File: src/rtl/spi_shift_pkg.sv
// Shared types for the SPI shift controller: FSM state encoding.
package spi_shift_pkg;

    typedef enum logic [1:0] {
        ST_IDLE  = 2'b00,
        ST_SETUP = 2'b01,
        ST_SHIFT = 2'b10,
        ST_DONE  = 2'b11
    } state_t;

endpackage

File: src/rtl/spi_shift_if.sv
// Bus bundle between the SPI shift controller (master modport) and its user/peripheral (slave modport).
interface spi_shift_if
    import spi_shift_pkg::*;
#(
    parameter int WIDTH = 8
);
    // Handshake: a word is taken on a rising clk edge where tx_valid and tx_ready are both 1;
    // tx_data must be stable while tx_valid is high. rx_valid is a one-cycle pulse with no ready.
    logic             tx_valid;
    logic             tx_ready;
    logic [WIDTH-1:0] tx_data;
    logic             rx_valid;
    logic [WIDTH-1:0] rx_data;
    logic             sclk;
    logic             mosi;
    logic             miso;
    logic             cs_n;
    logic             busy;
    state_t           dbg_state;

    modport master (
        input  tx_valid, tx_data, miso,
        output tx_ready, rx_valid, rx_data, sclk, mosi, cs_n, busy, dbg_state
    );

    modport slave (
        output tx_valid, tx_data, miso,
        input  tx_ready, rx_valid, rx_data, sclk, mosi, cs_n, busy, dbg_state
    );

endinterface

File: src/rtl/spi_shifter.sv
// Transmit/receive shift register pair: parallel load, serial out, serial in, parallel out.
// Bit order is LSB-first when SPI_SHIFT_LSB_FIRST_EN is defined, otherwise MSB-first.
module spi_shifter #(
    parameter int WIDTH = 8
) (
    input  logic             clk,
    input  logic             rstn,
    input  logic             load,
    input  logic [WIDTH-1:0] load_data,
    input  logic             shift_out,
    input  logic             sample,
    input  logic             miso,
    output logic             ser_out,
    output logic [WIDTH-1:0] par_out
);

    logic [WIDTH-1:0] tx_q;
    logic [WIDTH-1:0] rx_q;

    always_ff @(posedge clk or negedge rstn) begin
        if (!rstn) begin
            tx_q <= '0;
            rx_q <= '0;
        end else if (load) begin
            tx_q <= load_data;
            rx_q <= '0;
        end else begin
`ifdef SPI_SHIFT_LSB_FIRST_EN
            if (shift_out) tx_q <= {1'b0, tx_q[WIDTH-1:1]};
            if (sample)    rx_q <= {miso, rx_q[WIDTH-1:1]};
`else
            if (shift_out) tx_q <= {tx_q[WIDTH-2:0], 1'b0};
            if (sample)    rx_q <= {rx_q[WIDTH-2:0], miso};
`endif
        end
    end

`ifdef SPI_SHIFT_LSB_FIRST_EN
    assign ser_out = tx_q[0];
`else
    assign ser_out = tx_q[WIDTH-1];
`endif
    assign par_out = rx_q;

endmodule

File: src/rtl/spi_shift_ctrl.sv
// Mode-0 SPI master: one word per transfer, sclk half-period of DIV clk cycles.
// Bit order selected by SPI_SHIFT_LSB_FIRST_EN (see spi_shifter).
module spi_shift_ctrl
    import spi_shift_pkg::*;
#(
    parameter int WIDTH = 8,
    parameter int DIV   = 2
) (
    input  logic        clk,
    input  logic        rstn,
    spi_shift_if.master bus
);

    localparam int DIV_W = $clog2(DIV + 1);
    localparam int BIT_W = $clog2(WIDTH + 1);
    localparam logic [DIV_W-1:0] DIV_LAST  = DIV_W'(DIV - 1);
    localparam logic [BIT_W-1:0] BIT_COUNT = BIT_W'(WIDTH);

    state_t           state_q, state_d;
    logic [DIV_W-1:0] div_q, div_d;
    logic [BIT_W-1:0] bit_q, bit_d;
    logic             sclk_q, sclk_d;
    logic [WIDTH-1:0] rx_data_q;
    logic             load, shift_out, sample, rx_update;
    logic             half_end;
    logic             ser_out;
    logic [WIDTH-1:0] par_out;

    assign half_end = (div_q == DIV_LAST);

    always_ff @(posedge clk or negedge rstn) begin
        if (!rstn) begin
            state_q   <= ST_IDLE;
            div_q     <= '0;
            bit_q     <= '0;
            sclk_q    <= 1'b0;
            rx_data_q <= '0;
        end else begin
            state_q <= state_d;
            div_q   <= div_d;
            bit_q   <= bit_d;
            sclk_q  <= sclk_d;
            if (rx_update) rx_data_q <= par_out;
        end
    end

    always_comb begin
        state_d   = state_q;
        div_d     = div_q;
        bit_d     = bit_q;
        sclk_d    = sclk_q;
        load      = 1'b0;
        shift_out = 1'b0;
        sample    = 1'b0;
        rx_update = 1'b0;
        case (state_q)
            ST_IDLE: begin
                if (bus.tx_valid) begin
                    load    = 1'b1;
                    state_d = ST_SETUP;
                    div_d   = '0;
                    bit_d   = '0;
                end
            end
            ST_SETUP: begin
                if (half_end) begin
                    state_d = ST_SHIFT;
                    div_d   = '0;
                end else begin
                    div_d = div_q + DIV_W'(1);
                end
            end
            ST_SHIFT: begin
                if (!half_end) begin
                    div_d = div_q + DIV_W'(1);
                end else begin
                    div_d = '0;
                    // Low half ends: sclk rises, miso is captured.
                    if (!sclk_q) begin
                        sclk_d = 1'b1;
                        sample = 1'b1;
                        bit_d  = bit_q + BIT_W'(1);
                    end else if (bit_q == BIT_COUNT) begin
                        sclk_d    = 1'b0;
                        state_d   = ST_DONE;
                        rx_update = 1'b1;
                    end else begin
                        sclk_d    = 1'b0;
                        shift_out = 1'b1;
                    end
                end
            end
            ST_DONE: begin
                state_d = ST_IDLE;
                div_d   = '0;
                bit_d   = '0;
            end
            default: begin
                state_d = ST_IDLE;
            end
        endcase
    end

    spi_shifter #(.WIDTH(WIDTH)) u_shifter (
        .clk       (clk),
        .rstn      (rstn),
        .load      (load),
        .load_data (bus.tx_data),
        .shift_out (shift_out),
        .sample    (sample),
        .miso      (bus.miso),
        .ser_out   (ser_out),
        .par_out   (par_out)
    );

    // cs_n and mosi decode straight from state so reset releases the bus at once.
    assign bus.tx_ready  = (state_q == ST_IDLE);
    assign bus.busy      = (state_q != ST_IDLE);
    assign bus.cs_n      = !((state_q == ST_SETUP) || (state_q == ST_SHIFT));
    assign bus.mosi      = ((state_q == ST_SETUP) || (state_q == ST_SHIFT)) ? ser_out : 1'b0;
    assign bus.sclk      = sclk_q;
    assign bus.rx_valid  = (state_q == ST_DONE);
    assign bus.rx_data   = rx_data_q;
    assign bus.dbg_state = state_q;

endmodule

File: src/flat_wrapper.sv
// flat-port wrapper written by rule: the top's interface ports become plain ports
module spi_shift_ctrl_flat import spi_shift_pkg::*;
#(
    parameter int WIDTH = 8,
    parameter int DIV   = 2
)
  (clk, rstn, bus_tx_valid, bus_tx_data, bus_miso, bus_tx_ready, bus_rx_valid, bus_rx_data, bus_sclk, bus_mosi, bus_cs_n, bus_busy, bus_dbg_state);
  spi_shift_if #(.WIDTH(WIDTH)) bus_i ();
  input  logic clk;
  input  logic rstn;
  input wire logic [$bits(bus_i.tx_valid)-1:0] bus_tx_valid;
  input wire logic [$bits(bus_i.tx_data)-1:0] bus_tx_data;
  input wire logic [$bits(bus_i.miso)-1:0] bus_miso;
  output wire logic [$bits(bus_i.tx_ready)-1:0] bus_tx_ready;
  output wire logic [$bits(bus_i.rx_valid)-1:0] bus_rx_valid;
  output wire logic [$bits(bus_i.rx_data)-1:0] bus_rx_data;
  output wire logic [$bits(bus_i.sclk)-1:0] bus_sclk;
  output wire logic [$bits(bus_i.mosi)-1:0] bus_mosi;
  output wire logic [$bits(bus_i.cs_n)-1:0] bus_cs_n;
  output wire logic [$bits(bus_i.busy)-1:0] bus_busy;
  output wire logic [$bits(bus_i.dbg_state)-1:0] bus_dbg_state;
  assign bus_i.tx_valid = bus_tx_valid;
  assign bus_i.tx_data = bus_tx_data;
  assign bus_i.miso = bus_miso;
  assign bus_tx_ready = bus_i.tx_ready;
  assign bus_rx_valid = bus_i.rx_valid;
  assign bus_rx_data = bus_i.rx_data;
  assign bus_sclk = bus_i.sclk;
  assign bus_mosi = bus_i.mosi;
  assign bus_cs_n = bus_i.cs_n;
  assign bus_busy = bus_i.busy;
  assign bus_dbg_state = bus_i.dbg_state;
  spi_shift_ctrl #(.WIDTH(WIDTH), .DIV(DIV)) u_core (.clk(clk), .rstn(rstn), .bus(bus_i));
endmodule
File: config.mk
export PLATFORM = sky130hd
export DESIGN_NAME = spi_shift_ctrl_flat
export DESIGN_NICKNAME = d
export VERILOG_FILES = /design/src/rtl/spi_shift_pkg.sv /design/src/rtl/spi_shift_if.sv /design/src/rtl/spi_shifter.sv /design/src/rtl/spi_shift_ctrl.sv /design/src/flat_wrapper.sv
export SDC_FILE = /design/constraint.sdc
export NUM_CORES = 1
export LEC_CHECK = 0
export CAP_MARGIN = 15
export CORE_ASPECT_RATIO = 1.5
export CORE_MARGIN = 10
export CORE_UTILIZATION = 46
export CTS_CLUSTER_SIZE = 10
export DETAILED_ROUTE_END_ITERATION = 16
export GPL_TIMING_DRIVEN = 0
export PLACE_DENSITY = 0.68
export SETUP_SLACK_MARGIN = 0.1
export SYNTH_ARGS = -nofsm -noshare
export SYNTH_HDL_FRONTEND = slang
export SYNTH_SLANG_ARGS = --single-unit
File: constraint.sdc
create_clock -name clk -period 3.5 [get_ports clk]
set_clock_uncertainty 0.2 [all_clocks]
set_input_delay 0.7 -clock clk [delete_from_list [all_inputs] [get_ports clk]]
set_output_delay 0.7 -clock clk [all_outputs]
set_load 0.05 [all_outputs]
Word level (Yosys, flattened, before mapping)
Cells that the tools add are included.
{"block": "totals", "in_bits": 12, "memories": 0, "mem_bits_ro": 0, "elab_cells": 62, "ram_bits": 0, "regBits": 33, "latch_bits": 0}
{"block": "classes", "n_lt_le_gt_ge": 0, "multipliers": 0, "n_addsub": 2, "n_shift": 0, "bitwise": 0, "n_div": 0, "reduce_logical": 11, "muxes": 31, "eq_ne": 11}
{"op": "8-bit 2-to-1 mux", "n": 4}
{"op": "1-bit 2-to-1 mux", "n": 14}
{"op": "2-bit 2-to-1 mux", "n": 7}
{"op": "4-bit 2-to-1 mux", "n": 3}
{"op": "4-bit one-hot mux with 3 select lines", "n": 1}
{"op": "2-bit by 1-bit != test with 1-bit output, second input constant", "n": 4}
{"op": "2-bit one-hot mux with 4 select lines", "n": 1}
{"op": "2-bit one-hot mux with 3 select lines", "n": 1}
{"op": "2-bit nonzero test", "n": 3}
{"op": "5-bit AND reduction", "n": 1}
{"op": "4-bit by 1-bit adder with 4-bit output, second input constant", "n": 1}
{"op": "2-bit by 1-bit == test with 1-bit output, second input constant", "n": 2}
{"op": "2-bit == test, second input constant", "n": 2}
{"op": "4-bit == test, second input constant", "n": 1}
{"op": "2-bit != test, second input constant", "n": 2}
{"op": "4-bit AND reduction", "n": 1}
{"op": "3-bit nonzero test", "n": 1}
{"op": "2-bit by 1-bit adder with 2-bit output, second input constant", "n": 1}
{"op": "2-bit logical NOT", "n": 1}
{"op": "2-bit AND reduction", "n": 1}
{"op": "2-bit OR reduction", "n": 1}
{"op": "1-bit logical NOT", "n": 1}
{"op": "1-bit logical OR", "n": 1}

Logic depth before layout (Yosys ltp)
Gate-level depths: netlist of the first run.
{"block": "logic_depth", "depth_word": 7, "mapped_depth": 7, "depth_no_buf": 6}

By module
A second synthesis of the first run with hierarchy kept.
{"block": "hier_totals", "hier_cells": 143, "hier_area_um2": 1644.1}
{"module": "spi_shift_ctrl", "instances": 1, "area_per_inst_um2": 938.4, "seq_area_each_um2": 425.4, "cells_per_inst": 83}
{"module": "spi_shifter", "instances": 1, "area_per_inst_um2": 705.7, "seq_area_each_um2": 400.4, "cells_per_inst": 60}

Least setup slack after synthesis of the first run
Ideal clock, no wire load.
{"block": "synth_path", "kind": "register to output", "from": "register u_core.state_q[0] (netlist: u_core.bus.dbg_state[0])", "to": "output bus_busy", "path_stages_with_launch": 4, "setup_slack_ns": 0.890, "n_path_buf": 0, "required_time_ns": 2.600, "t_arrival_ns": 1.710, "cell_sequence": "dfrtp_1 inv_1 ha_1 inv_1"}
{"block": "synth_between", "elab_chain_cells": 1}
{"item": "from (decl)", "line": "spi_shift_ctrl.sv:19", "text": "state_t state_q, state_d;"}
{"item": "from (signal assigned)", "line": "spi_shift_ctrl.sv:39", "text": "state_q <= state_d;"}
{"item": "2-bit nonzero test", "line": "spi_shift_ctrl.sv:118", "text": "assign bus.busy = (state_q != ST_IDLE);"}
{"item": "to (decl)", "line": "flat_wrapper.sv:20", "text": "output wire logic [$bits(bus_i.busy)-1:0] bus_busy;"}
No other way between the ends.

Worst setup path after layout of the first run
{"block": "layout_path", "from": "register u_core.state_q[0] (netlist: u_core.bus.dbg_state[0])", "to": "output bus_mosi"}
{"block": "layout_between", "elab_chain_cells": 3}
{"item": "2-bit by 1-bit == test with 1-bit output / 2-bit == test (equally long branches)", "line": "spi_shift_ctrl.sv:120", "text": "assign bus.mosi = ((state_q == ST_SETUP) || (state_q == ST_SHIFT)) ? ser_out : 1'b0;"}
{"item": "1-bit logical OR (*)", "line": "spi_shift_ctrl.sv:120"}
{"item": "1-bit 2-to-1 mux (*)", "line": "spi_shift_ctrl.sv:120"}
{"item": "to (decl)", "line": "flat_wrapper.sv:18", "text": "output wire logic [$bits(bus_i.mosi)-1:0] bus_mosi;"}
Mark *: on every way between the ends. The rest lies on a longest branch, timed or not.

==> results of run 1 <==
## cell type report
type / count / share of cell area
clock buffers: 7 / 0.0481
multi-input cells: 85 / 0.343
repair buffers: 27 / 0.132
flip-flops and latches: 33 / 0.413
well taps: 42 / 0.0263
clock inverters: 1 / 0.00250
inverters: 9 / 0.0169
plain buffers: 5 / 0.0181
## routing by layer
metal | GRT usage | vias up
met5 | 0 | -
met4 | 0.0505 | 0
met3 | 0.0548 | 7
met2 | 0.189 | 20
met1 | 0.133 | 530
li1 | - | 532
## where the power goes
part	switching, mW	internal (mW)	total [mW]
clock	0.143	0.178	0.321
combinational	0.524	0.319	0.843
sequential	0.0709	0.485	0.556
total	0.737	0.982	1.72
## kinds of logic after synthesis
logic type | Yosys count
compound gates | 30
xor+xnor | 1
fa+ha+maj | 8
buf+inv | 14
flops | 33
mux | 16
simple gates | 30
## final timing paths
kind	start	endpoint	slack, ns	cells past startpoint
worst max-delay path	u_core.bus.dbg_state[0]$_DFFE_PN0P_	bus_mosi	0.45	4
max in group asynchronous	rstn	u_core.u_shifter.tx_q[7]$_DFFE_PN0P_	2.37	1
worst min register to register	u_core.bus.rx_data[3]$_DFFE_PN0P_	u_core.bus.rx_data[3]$_DFFE_PN0P_	0.31	1
worst min-delay path	rstn	u_core.bus.sclk$_DFFE_PN0P_	0.25	1
min in group clk	u_core.bus.rx_data[3]$_DFFE_PN0P_	u_core.bus.rx_data[3]$_DFFE_PN0P_	0.31	1
worst max register to register	u_core.bus.dbg_state[0]$_DFFE_PN0P_	u_core.bit_q[2]$_DFFE_PN0P_	1.43	6
## stage by stage
stage,setup WS (ns),cell area (um2)
3_5_place_dp,0.754,1900
6_report,0.450,2000
5_1_grt,0.326,2000
3_3_place_gp,0.750,1910
4_1_cts,0.425,2000
2_1_floorplan,0.890,1580
## sequential cells by signal, indices dropped and copies added (netlist names)
| name | flops |
|---|---|
| u_core.bus.sclk | 1 |
| u_core.u_shifter.tx_q | 8 |
| u_core.bus.rx_data | 8 |
| u_core.div_q | 2 |
| u_core.bit_q | 4 |
| u_core.u_shifter.par_out | 8 |
| u_core.bus.dbg_state | 2 |
## worst max-delay path, cell delays in order, from the launching register on
cell	delay (ns)
dfrtp_1	0.42
inv_1	0.12
ha_1	0.37
and2_1	0.15
clkdlybuf4s50_1	0.80
## placed cells by master, fill, tap and decap left out, types with 4 or more instances in the layout
cell / synthesis / layout
dfrtp_1: 33 / 33
clkdlybuf4s50_1: 0 / 26
inv_1: 9 / 9
nor2_1: 9 / 9
mux2_2: 8 / 8
a22o_1: 8 / 8
a21oi_1: 8 / 8
mux2i_1: 8 / 8
ha_1: 8 / 8
clkbuf_8: 0 / 7
nand2_1: 5 / 5
o21ai_0: 4 / 4
==> results.sh, run 1 <==
export IMPL_relSlewSlack=0.521
export IMPL_cp_arrival_ns=2.15
export IMPL_syn_nets=152
export IMPL_synth_edff_count=0
export IMPL_htree_levels=2
export IMPL_finalPower_mw=1.72
export IMPL_dpl_hpwl_mm=2.42
export IMPL_cp_required_ns=2.60
export IMPL_hold_ws_ns=0.251
export IMPL_synth_cell_type_count=38
export IMPL_crit_type="flop to output pin"
export IMPL_die_w_um=67.9
export IMPL_final_net_count=186
export IMPL_drt_total_wl_mm=3.25
export IMPL_yosys_most_used_dff="dfrtp_1"
export IMPL_cts_setup_buffers=0
export IMPL_start_util=0.472
export IMPL_min_path_type="primary input to async pin"
export IMPL_crit_path_start_kind="flop"
export IMPL_synth_top_family_by_area="compound AO/OA/AOI/OAI gates"
export IMPL_cts_buffers_inserted=5
export IMPL_tns_ns=0
export IMPL_insertion_delay_ns=0.29
export IMPL_drtIter0Drc=38
export IMPL_wl_met3_um=203
export IMPL_muxShareOfSynthArea=0.108
export IMPL_ir_drop_v=0.000533
export IMPL_drv_cap=0
export IMPL_root_buffer="clkbuf_8"
export IMPL_period_share=0.871
export IMPL_end_kind="output pin"
export IMPL_antenna_found_initial=0
export IMPL_synth_area_um2=1580
export IMPL_placed_cells=201
export IMPL_yosys_area_top_type="dfrtp_1"
export IMPL_regArea_um2=826
export IMPL_yosys_area_share_simple=0.117
export IMPL_wl_met2_mm=1.69
export IMPL_fin_crit_ns=3.05
export IMPL_cts_sinks=33
export IMPL_timing_fmax_mhz=328
export IMPL_clk_pin_slew_ns=0.08
export IMPL_cts_tree="done"
export IMPL_grt_ovfl_total=0
export IMPL_core_area_um2=3350
export IMPL_async_flop_share=1.00
export IMPL_wl_met1_mm=1.31
export IMPL_num_io_pins=28
export IMPL_postCtsResizedCells=0
export IMPL_track_usage=0.119
export IMPL_postRouteAntennaNets=0
export IMPL_multi_input_area_um2=687
export IMPL_fp_dieH_um=91.8
export IMPL_maxUsedRoutingLayer="met4"
export IMPL_grt_pass1_vias=1211
export IMPL_gp_congestion=0.750
export IMPL_synth_seq_cells=33
export IMPL_wl_per_cell_um=15.5
export IMPL_synth_xor_area_share=0.00553
export IMPL_dr_pass1_iters=4
export IMPL_critical_path_max_fanout=5
export IMPL_synth_area_per_cell_um2=12.0
export IMPL_fin_cells=209
export IMPL_vias=1089
export IMPL_avgViaCountPerCell=5.21
export IMPL_drc=0
export IMPL_port_buffers=27
export IMPL_syn_inst=132
export IMPL_synth_adder_area_share=0.0632
export IMPL_outcome="complete, no violations"
export IMPL_rsz0062_at_grt="no"
export IMPL_fillers=279
export IMPL_row_count=26
export IMPL_p_leak_nw=0.857
export IMPL_setup_viol=0
export IMPL_grt_max_degree=34
export IMPL_synth_area_top_cells="dfrtp_1 (52%), ha_1 (6.3%), mux2_2 (5.7%), mux2i_1 (5.1%), a22o_1 (4.4%)"
export IMPL_cts_buffer_depth=2
export IMPL_power_density_nw_per_um2=859
export IMPL_grt_pass1_wl_mm=5.78
export IMPL_synth_warnings=0
export IMPL_diodes=0
export IMPL_seq_area_frac_synth=0.522
export IMPL_drv_slew=0
export IMPL_worst_pin_slew_ns=0.719
export IMPL_netlist_top_cells_count="dfrtp_1 (33), inv_1 (9), nor2_1 (9)"
export IMPL_fin_util=0.597
export IMPL_synth_compound_area_frac=0.141
export IMPL_postCtsHoldBufs=0
export IMPL_synth_top_cell_area_share=0.522
export IMPL_synthToLayoutAreaGrowth_pct=26.5
export IMPL_die_area_um2=6240
export IMPL_final_hold_viol_count=0
export IMPL_drive_gt1_frac=0.168
export IMPL_yosysMostFrequentCell="dfrtp_1"
(Power assumes the default switching activity.)
==> run 2, diff against run 1 <==
- MAX_ROUTING_LAYER: unset -> met4
- SKIP_CTS_REPAIR_TIMING: unset -> 1
==> results.sh, run 2 (synthesized netlist as in run 1, its figures left out) <==
export IMPL_final_hold_viol_count=0
export IMPL_drc=0
export IMPL_cp_required_ns=2.60
export IMPL_dr_pass1_iters=7
export IMPL_path_cells="inv_1 > ha_1 > and2_1 > clkdlybuf4s50_1"
export IMPL_grt_ovfl_total=0
export IMPL_placed_cells=201
export IMPL_dp_slack_ns=0.754
export IMPL_diodes=0
export IMPL_die_w_um=67.9
export IMPL_cts_sinks=33
export IMPL_synthToLayoutAreaGrowth_pct=26.5
export IMPL_p_leak_nw=0.857
export IMPL_end_kind="output pin"
export IMPL_final_cell_mix="dfrtp_1 (33), clkdlybuf4s50_1 (26), inv_1 (9), nor2_1 (9)"
export IMPL_fin_util=0.597
export IMPL_clk_pin_slew_ns=0.08
export IMPL_period_share=0.872
export IMPL_cts_tree="done"
export IMPL_wl_per_cell_um=15.6
export IMPL_final_area_um2=2000
export IMPL_crit_path_start_kind="flop"
export IMPL_dpl_hpwl_mm=2.42
export IMPL_port_buffers=27
export IMPL_timing_final_ws_setup_ns=0.447
export IMPL_critical_path_max_fanout=5
export IMPL_cts_buffer_depth=2
export IMPL_die_area_um2=6240
export IMPL_setup_viol=0
export IMPL_r2r_start="u_core.bus.dbg_state[0]$_DFFE_PN0P_"
export IMPL_drv_slew=0
export IMPL_num_io_pins=28
export IMPL_row_count=26
export IMPL_timing_fmax_mhz=328
export IMPL_drt_total_wl_mm=3.26
export IMPL_insertion_delay_ns=0.29
export IMPL_postRouteAntennaNets=0
export IMPL_root_buffer="clkbuf_8"
export IMPL_outcome="complete, no violations"
export IMPL_tns_ns=0
export IMPL_grt_pass1_wl_mm=5.76
export IMPL_drive_gt1_frac=0.168
export IMPL_crit_slowest_cell="clkdlybuf4s50_1"
export IMPL_gp_congestion=0.759
export IMPL_final_net_count=186
export IMPL_grt_pass1_vias=1214
export IMPL_rsz0062_at_grt="no"
export IMPL_start_util=0.472
export IMPL_crit_type="flop to output pin"
export IMPL_htree_levels=2
export IMPL_worst_pin_slew_ns=0.727
export IMPL_fin_crit_ns=3.05
export IMPL_track_usage=0.123
export IMPL_fin_cells=209
export IMPL_ir_drop_v=0.000533
export IMPL_final_common_cell="dfrtp_1"
export IMPL_drv_cap=0
export IMPL_reg2regPathDepth=6
export IMPL_r2r_end="u_core.bit_q[2]$_DFFE_PN0P_"
export IMPL_relSlewSlack=0.515
export IMPL_core_area_um2=3350
export IMPL_cts_buffers_inserted=5
export IMPL_antenna_found_initial=0
export IMPL_avgViaCountPerCell=5.30
export IMPL_cp_arrival_ns=2.15
export IMPL_reg2reg_slack_ns=1.43
export IMPL_crit_path_max_incr_delay_ns=0.80
export IMPL_drtIter0Drc=38
export IMPL_placedInstanceArea_um2=1900
export IMPL_fp_dieH_um=91.8
export IMPL_grt_max_degree=34
export IMPL_min_path_type="primary input to async pin"
export IMPL_power_density_nw_per_um2=859
export IMPL_vias=1107
## run 2: cell counts in the layout (fill, tap and decap cells not counted)
No cell type changed its count.
## run 2: worst max path at each step
| stage | end | from | cells past startpoint | slack [ns] |
|---|---|---|---|---|
| 6_report | bus_mosi | u_core.bus.dbg_state[0]$_DFFE_PN0P_ | 4 | 0.45 |
| 5_1_grt | bus_mosi | u_core.bus.dbg_state[0]$_DFFE_PN0P_ | 4 | 0.33 |
| 4_1_cts | bus_mosi | u_core.bus.dbg_state[0]$_DFFE_PN0P_ | 4 | 0.42 |
| 3_5_place_dp | bus_mosi | u_core.bus.dbg_state[0]$_DFFE_PN0P_ | 4 | 0.75 |
| 3_3_place_gp | bus_mosi | u_core.bus.dbg_state[0]$_DFFE_PN0P_ | 4 | 0.75 |
| 2_1_floorplan | bus_busy | u_core.bus.dbg_state[0]$_DFFE_PN0P_ | 3 | 0.89 |
## run 2: area by class of cell
class                      count  area, um2
buffer                         5       36.3
tap                           42       52.6
clock buffer                   7       96.3
timing repair buffer          27        265
fill                         279       1350
inverter                       9       33.8
multi-input combinational     85        687
sequential                    33        826
clock inverter                 1       5.00
## run 2: through the flow
| step | hold WS, ns | total power [mW] |
|---|---|---|
| global placement | 0.270 | 1.40 |
| detailed placement | 0.295 | 1.42 |
| finish | 0.256 | 1.72 |
| CTS | 0.293 | 1.74 |
| global route | 0.315 | 1.84 |
| floorplan | 0.204 | 1.16 |
## run 2: power by group
group	switching (mW)	internal [mW]
sequential	0.0708	0.485
clock	0.142	0.178
combinational	0.524	0.319
total	0.737	0.982
## run 2: layer usage
| layer | track usage | up-vias | wire length [um] |
|---|---|---|---|
| met3 | 0.0487 | 9 | 192 |
| met2 | 0.189 | 30 | 1710 |
| met4 | 0.0505 | 0 | 51 |
| met1 | 0.136 | 536 | 1310 |
| met5 | - | - | 0 |
| li1 | - | 532 | - |
## run 2: critical path: cells and delay by family, from the launching register on
kind	cells	cell delay [ns]
buf+inv	2	0.92
flops	1	0.42
simple gates	1	0.15
fa+ha+maj	1	0.37
